`config.mk`:
```
export PLATFORM = sky130hd
export DESIGN_NAME = pc_sequencer
export DESIGN_NICKNAME = d
export VERILOG_FILES = /design/src/rtl/pc_pkg.sv /design/src/rtl/return_stack.sv /design/src/rtl/pc_sequencer.sv
export SDC_FILE = /design/constraint.sdc
export NUM_CORES = 1
export LEC_CHECK = 0
export BUFFER_PORTS_ARGS = -buffer_cell sky130_fd_sc_hd__buf_2
export CORE_ASPECT_RATIO = 1.5
export CORE_UTILIZATION = 53
export CTS_CLUSTER_SIZE = 8
export DETAILED_ROUTE_END_ITERATION = 10
export GPL_TIMING_DRIVEN = 0
export PLACE_DENSITY = 0.73
export SYNTH_ARGS = -nofsm -noshare
export SYNTH_HDL_FRONTEND = slang
export SYNTH_SLANG_ARGS = --single-unit
```
`constraint.sdc`:
```
create_clock -name clock -period 7.2 [get_ports clock]
set_input_delay 0 -clock clock [delete_from_list [all_inputs] [get_ports clock]]
set_output_delay 0 -clock clock [all_outputs]
set_load 0.01 [all_outputs]
```
`src/rtl/pc_pkg.sv`:
```
// Shared types and default widths for the program-counter sequencer.
package pc_pkg;

  // Source that produced the current fetch PC
  typedef enum logic [2:0] {
    SRC_SEQ    = 3'd0,
    SRC_BRANCH = 3'd1,
    SRC_JUMP   = 3'd2,
    SRC_RET    = 3'd3,
    SRC_FLUSH  = 3'd4
  } npc_src_t;

  localparam int unsigned PC_WIDTH_DEF   = 32;
  localparam int unsigned IMM_WIDTH_DEF  = 16;
  localparam int unsigned ADDR_WIDTH_DEF = 26;
  localparam int unsigned RAS_DEPTH_DEF  = 8;

endpackage

```
`src/rtl/return_stack.sv`:
```
// Circular return-address stack with saturating count and sticky error flags.
// Ports: clock, reset (sync, active-high), push/pop/push_data in;
//        top (combinational top entry), count, overflow, underflow out.
module return_stack
  import pc_pkg::*;
#(
  parameter int unsigned PC_WIDTH  = PC_WIDTH_DEF,
  parameter int unsigned RAS_DEPTH = RAS_DEPTH_DEF
) (
  input  logic                         clock,
  input  logic                         reset,
  input  logic                         push,
  input  logic                         pop,
  input  logic [PC_WIDTH-1:0]          push_data,
  output logic [PC_WIDTH-1:0]          top,
  output logic [$clog2(RAS_DEPTH):0]   count,
  output logic                         overflow,
  output logic                         underflow
);

  localparam int unsigned PTR_W = $clog2(RAS_DEPTH);
  localparam int unsigned CNT_W = PTR_W + 1;

  logic [PC_WIDTH-1:0] mem_q [RAS_DEPTH];
  // ptr points at the next free slot; when full it points at the oldest entry
  logic [PTR_W-1:0]    ptr_q, ptr_d;
  logic [CNT_W-1:0]    cnt_q, cnt_d;
  logic                ovf_q, ovf_d;
  logic                unf_q, unf_d;
  logic                do_push;

  // Pop wins if both are requested
  assign do_push = push && !pop;

  // Pointer, count and flag update
  always_comb begin
    ptr_d = ptr_q;
    cnt_d = cnt_q;
    ovf_d = ovf_q;
    unf_d = unf_q;
    if (pop) begin
      if (cnt_q != CNT_W'(0)) begin
        ptr_d = ptr_q - PTR_W'(1);
        cnt_d = cnt_q - CNT_W'(1);
      end else begin
        unf_d = 1'b1;
      end
    end else if (do_push) begin
      ptr_d = ptr_q + PTR_W'(1);
      if (cnt_q == CNT_W'(RAS_DEPTH)) begin
        ovf_d = 1'b1;
      end else begin
        cnt_d = cnt_q + CNT_W'(1);
      end
    end
  end

  always_ff @(posedge clock) begin
    if (reset) begin
      ptr_q <= '0;
      cnt_q <= '0;
      ovf_q <= 1'b0;
      unf_q <= 1'b0;
    end else begin
      ptr_q <= ptr_d;
      cnt_q <= cnt_d;
      ovf_q <= ovf_d;
      unf_q <= unf_d;
    end
  end

  // Entry storage; contents are don't-care after reset
  always_ff @(posedge clock) begin
    if (!reset && do_push) begin
      mem_q[ptr_q] <= push_data;
    end
  end

  assign top       = mem_q[ptr_q - PTR_W'(1)];
  assign count     = cnt_q;
  assign overflow  = ovf_q;
  assign underflow = unf_q;

endmodule

```
`src/rtl/pc_sequencer.sv`:
```
// Fetch PC register with prioritised next-PC selection and return-address stack.
// Ports: clock, reset (sync, active-high), stall, flush/jump/call/ret/branch
//        requests in; pc, pc_src, ras_count, ras_overflow, ras_underflow out.
module pc_sequencer
  import pc_pkg::*;
#(
  parameter int unsigned PC_WIDTH   = PC_WIDTH_DEF,
  parameter int unsigned IMM_WIDTH  = IMM_WIDTH_DEF,
  parameter int unsigned ADDR_WIDTH = ADDR_WIDTH_DEF,
  parameter int unsigned RAS_DEPTH  = RAS_DEPTH_DEF,
  parameter int unsigned RESET_PC   = 0
) (
  input  logic                        clock,
  input  logic                        reset,
  input  logic                        stall,
  input  logic                        flush_valid,
  input  logic [PC_WIDTH-1:0]         flush_target,
  input  logic                        jump_valid,
  input  logic [ADDR_WIDTH-1:0]       jump_address,
  input  logic                        call,
  input  logic                        ret,
  input  logic                        branch_taken,
  input  logic [IMM_WIDTH-1:0]        branch_imm,
  output logic [PC_WIDTH-1:0]         pc,
  output logic [2:0]                  pc_src,
  output logic [$clog2(RAS_DEPTH):0]  ras_count,
  output logic                        ras_overflow,
  output logic                        ras_underflow
);

  logic [PC_WIDTH-1:0] pc_q, pc_d;
  npc_src_t            src_q, src_d;
  logic [PC_WIDTH-1:0] pc_plus1;
  logic [PC_WIDTH-1:0] imm_sext;
  logic [PC_WIDTH-1:0] ras_top;
  logic                ras_push;
  logic                ras_pop;

  assign pc_plus1 = pc_q + PC_WIDTH'(1);
  assign imm_sext = PC_WIDTH'($signed(branch_imm));

  // Next-PC priority: flush > stall > ret > jump > branch > seq
  always_comb begin
    pc_d     = pc_q;
    src_d    = src_q;
    ras_push = 1'b0;
    ras_pop  = 1'b0;
    if (flush_valid) begin
      pc_d  = flush_target;
      src_d = SRC_FLUSH;
    end else if (stall) begin
      pc_d  = pc_q;
    end else if (ret) begin
      ras_pop = 1'b1;
      src_d   = SRC_RET;
      pc_d    = (ras_count != '0) ? ras_top : pc_plus1;
    end else if (jump_valid) begin
      pc_d     = PC_WIDTH'(jump_address);
      src_d    = SRC_JUMP;
      ras_push = call;
    end else if (branch_taken) begin
      pc_d  = pc_plus1 + imm_sext;
      src_d = SRC_BRANCH;
    end else begin
      pc_d  = pc_plus1;
      src_d = SRC_SEQ;
    end
  end

  always_ff @(posedge clock) begin
    if (reset) begin
      pc_q  <= PC_WIDTH'(RESET_PC);
      src_q <= SRC_SEQ;
    end else begin
      pc_q  <= pc_d;
      src_q <= src_d;
    end
  end

  return_stack #(
    .PC_WIDTH  (PC_WIDTH),
    .RAS_DEPTH (RAS_DEPTH)
  ) u_ras (
    .clock     (clock),
    .reset     (reset),
    .push      (ras_push),
    .pop       (ras_pop),
    .push_data (pc_plus1),
    .top       (ras_top),
    .count     (ras_count),
    .overflow  (ras_overflow),
    .underflow (ras_underflow)
  );

  assign pc     = pc_q;
  assign pc_src = src_q;

endmodule
```
## After elaboration in Yosys (flattened, before gate mapping)

Memories as Yosys holds them, arrays and structs flattened.
Cells that the tools add are included.

| storage, ports and cells | value |
|---|---|
| bits in registers | 44 |
| bits in latches | 0 |
| RAM bits | 256 |
| memory bits (read-only) | 0 |
| input bits | 82 |
| output and inout port bits | 41 |
| word-level logic and storage cells | 58 |
| memories | 1 |

Memories:

| memory | words | bits a word | rd ports | clocked after Yosys merged registers in | wr ports | line | source |
|---|---|---|---|---|---|---|---|
| u_ras.mem_q | 8 | 32 | 1 | 0 | 1 | return_stack.sv:24 | `logic [PC_WIDTH-1:0] mem_q [RAS_DEPTH];` |

| cells by class | value |
|---|---|
| add/subtract/negate cells | 6 |
| multipliers | 0 |
| divide/modulo/power cells | 0 |
| $lt $le $gt $ge | 0 |
| eq/ne operators | 4 |
| shift-type cells | 0 |
| mux-type cells | 27 |
| bitwise operators | 2 |
| reduce and logical (&&, ||, !) cells | 11 |

Operator list:

| kind | count |
|---|---|
| 32-bit two-way mux | 6 |
| 32-bit by 1-bit adder with 32-bit output (second input constant) | 1 |
| 32-bit adder | 1 |
| 4-bit two-way mux | 4 |
| 3-bit two-way mux | 5 |
| 1-bit two-way mux | 10 |
| 3-bit AND reduction | 2 |
| 4-bit by 1-bit adder with 4-bit output (second input constant) | 1 |
| 4-bit == test (second input constant) | 1 |
| 2-bit two-way mux | 2 |
| 2-bit by 1-bit != test with 1-bit output (second input constant) | 2 |
| 2-bit AND reduction | 2 |
| 4-bit nonzero test | 1 |
| 4-bit by 1-bit subtractor with 4-bit output (second input constant) | 1 |
| 3-bit by 1-bit adder with 3-bit output (second input constant) | 1 |
| 3-bit by 1-bit subtractor with 3-bit output (second input constant) | 1 |
| 1-bit logical AND | 2 |
| 1-bit logical NOT | 2 |
| 2-bit != test (second input constant) | 1 |
| 1-bit inverter | 2 |
| 2-bit nonzero test | 1 |
| 2-bit OR reduction | 1 |

## Logic depth before layout (Yosys ltp)

| logic depth | value |
|---|---|
| depth in word-level cells | 8 |
| gate-level depth with buffers | 18 |
| gate-level depth less buffers | 17 |

## Modules after synthesis

From an unflattened synthesis, not the netlist that was laid out.

| second synthesis, totals | value |
|---|---|
| cells, all modules | 1,201 |
| area total of the unflattened synthesis | 15,322.2 um^2 |

Modules (own cells, without submodules):

| module | times used | cells an instance | area an instance (um^2) | seq. area each (um^2) |
|---|---|---|---|---|
| return_stack | 1 | 445 | 10,221.1 | 7,867.5 |
| pc_sequencer | 1 | 756 | 5,101.1 | 700.7 |

## Least setup slack after synthesis

Ideal clock, no wire load.

| timing path | value |
|---|---|
| kind | reg2reg |
| start | reg u_ras.ptr_q[0] |
| end | mem u_ras.mem_q[1][0] (netlist bit), enable pin |
| library setup time | 0.461 ns |
| data arrival time | 3.808 ns |
| data required time | 6.739 ns |
| setup slack | 2.931 ns |
| cell stages (with the launch flop) | 7 |
| buffers on the path | 3 |
| period minus slack after synthesis | 4.269 ns |
| cell sequence | dfxtp_1 > clkbuf_1 > buf_2 > buf_2 > inv_1 > or3_1 > nor3_1 |

RTL lines:

| what | line | source |
|---|---|---|
| start, declared | return_stack.sv:26 | `logic [PTR_W-1:0] ptr_q, ptr_d;` |
| start signal, assigned | return_stack.sv:65 | `ptr_q <= ptr_d;` |
| end, declared | return_stack.sv:24 |  |

Straight into the memory's write port.

## Worst setup path after layout

| timing path | value |
|---|---|
| start | reg pc_q[0], in the netlist pc[0] |
| end | reg pc_q[21], in the netlist pc[21] |

| on the way | value |
|---|---|
| longest elaborated chain between the ends | 7 |
| elaborated cells on any way between the ends | 8 |
| classes of those cells | 2 x add/sub; 6 x mux |

Ends and longest elaborated chain:

| what | line | source |
|---|---|---|
| start, declared | pc_sequencer.sv:31 | `logic [PC_WIDTH-1:0] pc_q, pc_d;` |
| start signal, assigned | pc_sequencer.sv:72 | `pc_q <= PC_WIDTH'(RESET_PC);` |
| start signal, assigned | pc_sequencer.sv:75 | `pc_q <= pc_d;` |
| 32-bit by 1-bit adder with 32-bit output | pc_sequencer.sv:39 | `assign pc_plus1 = pc_q + PC_WIDTH'(1);` |
| net pc_plus1[16] | pc_sequencer.sv:33 | `logic [PC_WIDTH-1:0] pc_plus1;` |
| 32-bit adder | pc_sequencer.sv:62 | `pc_d = pc_plus1 + imm_sext;` |
| 32-bit two-way mux | pc_sequencer.sv:61 | `end else if (branch_taken) begin` |
| 32-bit two-way mux | pc_sequencer.sv:57 | `end else if (jump_valid) begin` |
| 32-bit two-way mux | pc_sequencer.sv:53 | `end else if (ret) begin` |
| 32-bit two-way mux | pc_sequencer.sv:51 | `end else if (stall) begin` |
| 32-bit two-way mux | pc_sequencer.sv:48 | `if (flush_valid) begin` |

The timed path passes the listed nets, and every way through them passes these cells. The select of a mux whose other input is x is not followed.
A chain may end at the register's enable or synchronous reset.

==> run metrics <==
crit end category=flip-flop; largest area contributor in the netlist=edfxtp_1; max-slew violation total from the final report=0; number of buffers added by the clock tree synthesis step=43; number of antenna violations at the first check in global routing=0; clock latency at the later pin of the worst-skew pair=0.56 ns; sequential fraction of the synthesis area=0.575; async set or reset register ratio after synthesis=0; relative area change from synthesis to final layout=20.6%; Vert. Die Dim=207 um; setup repair bufs after CTS=0; final net count=1478; class of the most critical hold timing path=input port to flip-flop; CTS Root Buffer Type=clkbuf_16; final critical path time including I/O delays and setup=5.88 ns; FF+latch count, synth=300; number of placement rows=74; count of distinct cell types in the synthesized netlist=68; effective utilization at floorplan=0.543; cells taking the most area after synthesis=edfxtp_1 52%, mux4_2 9.7%, dfxtp_1 5.9%, ha_1 3.7%, mux2i_1 3.1%; number of hold buffers added after cts=48; number of ports placed on the die boundary=123; total power density per cell area=246 nW/um2; number of synthesized flops with an enable pin=256; launch instance of the worst register-to-register path=pc[0]; First-pass DRT Iterations=11; reg-to-reg setup timing slack=1.32 ns; deepest clock path buffer count=3; gp weighted congestion=0.936; Endpoint, Worst Hold=pc[4]; Hold Violations, Final=0; Iteration-0 DRC Markers=1249; WL/cell=27.1 um; nature of the critical path startpoint=flip-flop; hpwl dp=32600 um; via count of the first global-routing pass=11168; count of yosys warnings during synthesis=0; clock transition at the registers of the reported paths=0.05 ns; violated checks=DRC; global-route wire length before repair=69300 um; peak ir drop on the vdd network=188 uV; Detail Route Antenna Nets=0; Final Cycle Share=0.817; commonest cells in the netlist=256 x edfxtp_1, 87 x nand2_1, 80 x a21oi_1, 80 x nor2_1, 64 x mux4_2; remaining global-route overflow=0; die width=139 um; Max Clock Skew=0.0204 ns; launch instance of the worst min-delay path=jump_address[4]; synthesized area divided by synthesized cell count=13.2 um2; Primary FF master, synth=edfxtp_1; highest clock frequency the design can meet=0.170 GHz; total of max-cap violations=0; fraction of layout instances using a drive strength above 1=0.204; required time of the worst setup path=7.63 ns; Worst Reg2Reg Path Length in Cells=18; source of the critical timing path=pc[0]; crit path setup slack, layout=1.32 ns; transition time of the tightest slew-check pin=1.36 ns; static power due to leakage=6.77 nW; combinational share of power=0.127; switching share of power=0.253; leading cell type by number of instances after synthesis=edfxtp_1; count of mapped cells out of synthesis=1125; die outline area=28800 um2; setup repair after global routing missed its margin=false; sequential share of power=0.441; CP Max Fanout=11; result of the run=finished with violations; CTS tree=yes; Routed WL=46700 um; Vias=11193; total DRC errors in the routed layout=6; final setup violation count=0; Synthesized Nets=1253; global-route usage over all layers=0.333; hold path depth=7; n_diodes=0; TNS Setup=0 ns; endpoint of the most critical register-to-register path=pc[21]; Cell Area, Synth=14900 um2; critical path start-end classification=flip-flop to flip-flop; number of gates resized after cts=0; portion of total power attributed to the clock network=0.432; core region area=27400 um2; total clock sinks=300; switching power of the nets=0.00112 W; CTS H-tree depth=2; largest net degree at the start of global routing=23; quantity of I/O buffers inserted on ports=118; proportion of netlist area held by the largest area contributor=0.516; post-placement setup slack=2.08 ns; Internal Pwr Total=0.00330 W; Data arrival, critical path=6.31 ns; relative slew slack=0.0864; number of vias per cell=6.48
state kept, by name (all words and copies together), names as in the netlist:
| name | flops |
|---|---|
| pc_src | 3 |
| u_ras.count | 4 |
| u_ras.ptr_q | 3 |
| pc | 32 |
| u_ras.underflow | 1 |
| u_ras.mem_q | 256 |
| u_ras.overflow | 1 |
worst max path at each step:
stage,to
finish,pc[21]
global route,pc[21]
CTS,pc[21]
detailed placement,pc[23]
global placement,u_ras.mem_q[1][24]
floorplan,u_ras.mem_q[1][0]
final cells by class:
cell class,instances,area (um2)
Clock buffer,76,1200
Fill cell,2083,9450
Timing Repair Buffer,180,1300
Buffer,57,244
Multi-Input combinational cell,738,6020
Sequential cell,300,8570
Clock inverter,4,78.8
Tap cell,342,428
Inverter,30,113
placed cells by master (no fill, tap or decap), types with 28 or more instances in the layout:
master,count
buf_2,130
nor2_1,74
a21oi_1,80
mux4_2,64
xnor2_1,39
nand2_1,87
ha_1,44
clkbuf_16,43
o21ai_0,42
inv_1,28
dfxtp_1,44
clkbuf_1,65
mux2i_1,46
dlygate4sd3_1,48
edfxtp_1,256
cell families after synthesis:
kind of cell,synth area share
DFF,0.575
and+or+nand+nor,0.0810
AOI/OAI and AO/OA,0.114
muxes,0.128
buffers and inverters,0.0239
xor gates and xnor gates,0.0387
adders and majority gates,0.0397
critical path, stage by stage (launching register included):
cell           delay [ns]
dfxtp_1              0.48
ha_1                 0.24
nand3_1              0.16
nor3_1               0.65
nor2b_1              0.49
nand2_1              0.15
xnor2_1              0.73
ha_1                 0.37
buf_2                0.17
nand4_1              0.12
nor2_1               0.07
a211o_1              0.30
a221oi_2             0.34
nand2_1              0.14
a31oi_1              0.29
xnor2_1              0.12
a221oi_1             0.25
nor3_1               0.08
dlygate4sd3_1        0.60
layer usage:
layer / vias to the layer above / part of all wire / GRT usage
met1: 5436 / 0.35 / 0.410
met3: 190 / 0.094 / 0.0627
met5: - / 0 / 0
met4: 0 / 0.070 / 0.218
li1: 4846 / - / -
met2: 721 / 0.48 / 0.538
power groups by stage:
stage | combinational [W] | clock [W] | sequential (W)
2_1_floorplan | 0.000339 | 0 | 0.00198
3_3_place_gp | 0.000515 | 0 | 0.00198
3_5_place_dp | 0.000523 | 0 | 0.00198
4_1_cts | 0.000549 | 0.00192 | 0.00195
5_1_grt | 0.000601 | 0.00199 | 0.00195
6_report | 0.000561 | 0.00191 | 0.00195
per-stage QoR:
step / std cells / total power (W) / hold slack (ns) / utilization / cell area, um2
finish: 1727 / 0.00442 / 0.0323 / 0.655 / 18000
CTS: 1727 / 0.00442 / 0.00837 / 0.655 / 18000
global route: 1727 / 0.00454 / 0.0658 / 0.655 / 18000
detailed placement: 1599 / 0.00250 / 0.260 / 0.591 / 16200
global placement: 1585 / 0.00250 / 0.251 / 0.580 / 15900
floorplan: 1125 / 0.00232 / 0.143 / - / 14900
No activity file was read; power rests on OpenSTA's default activity.
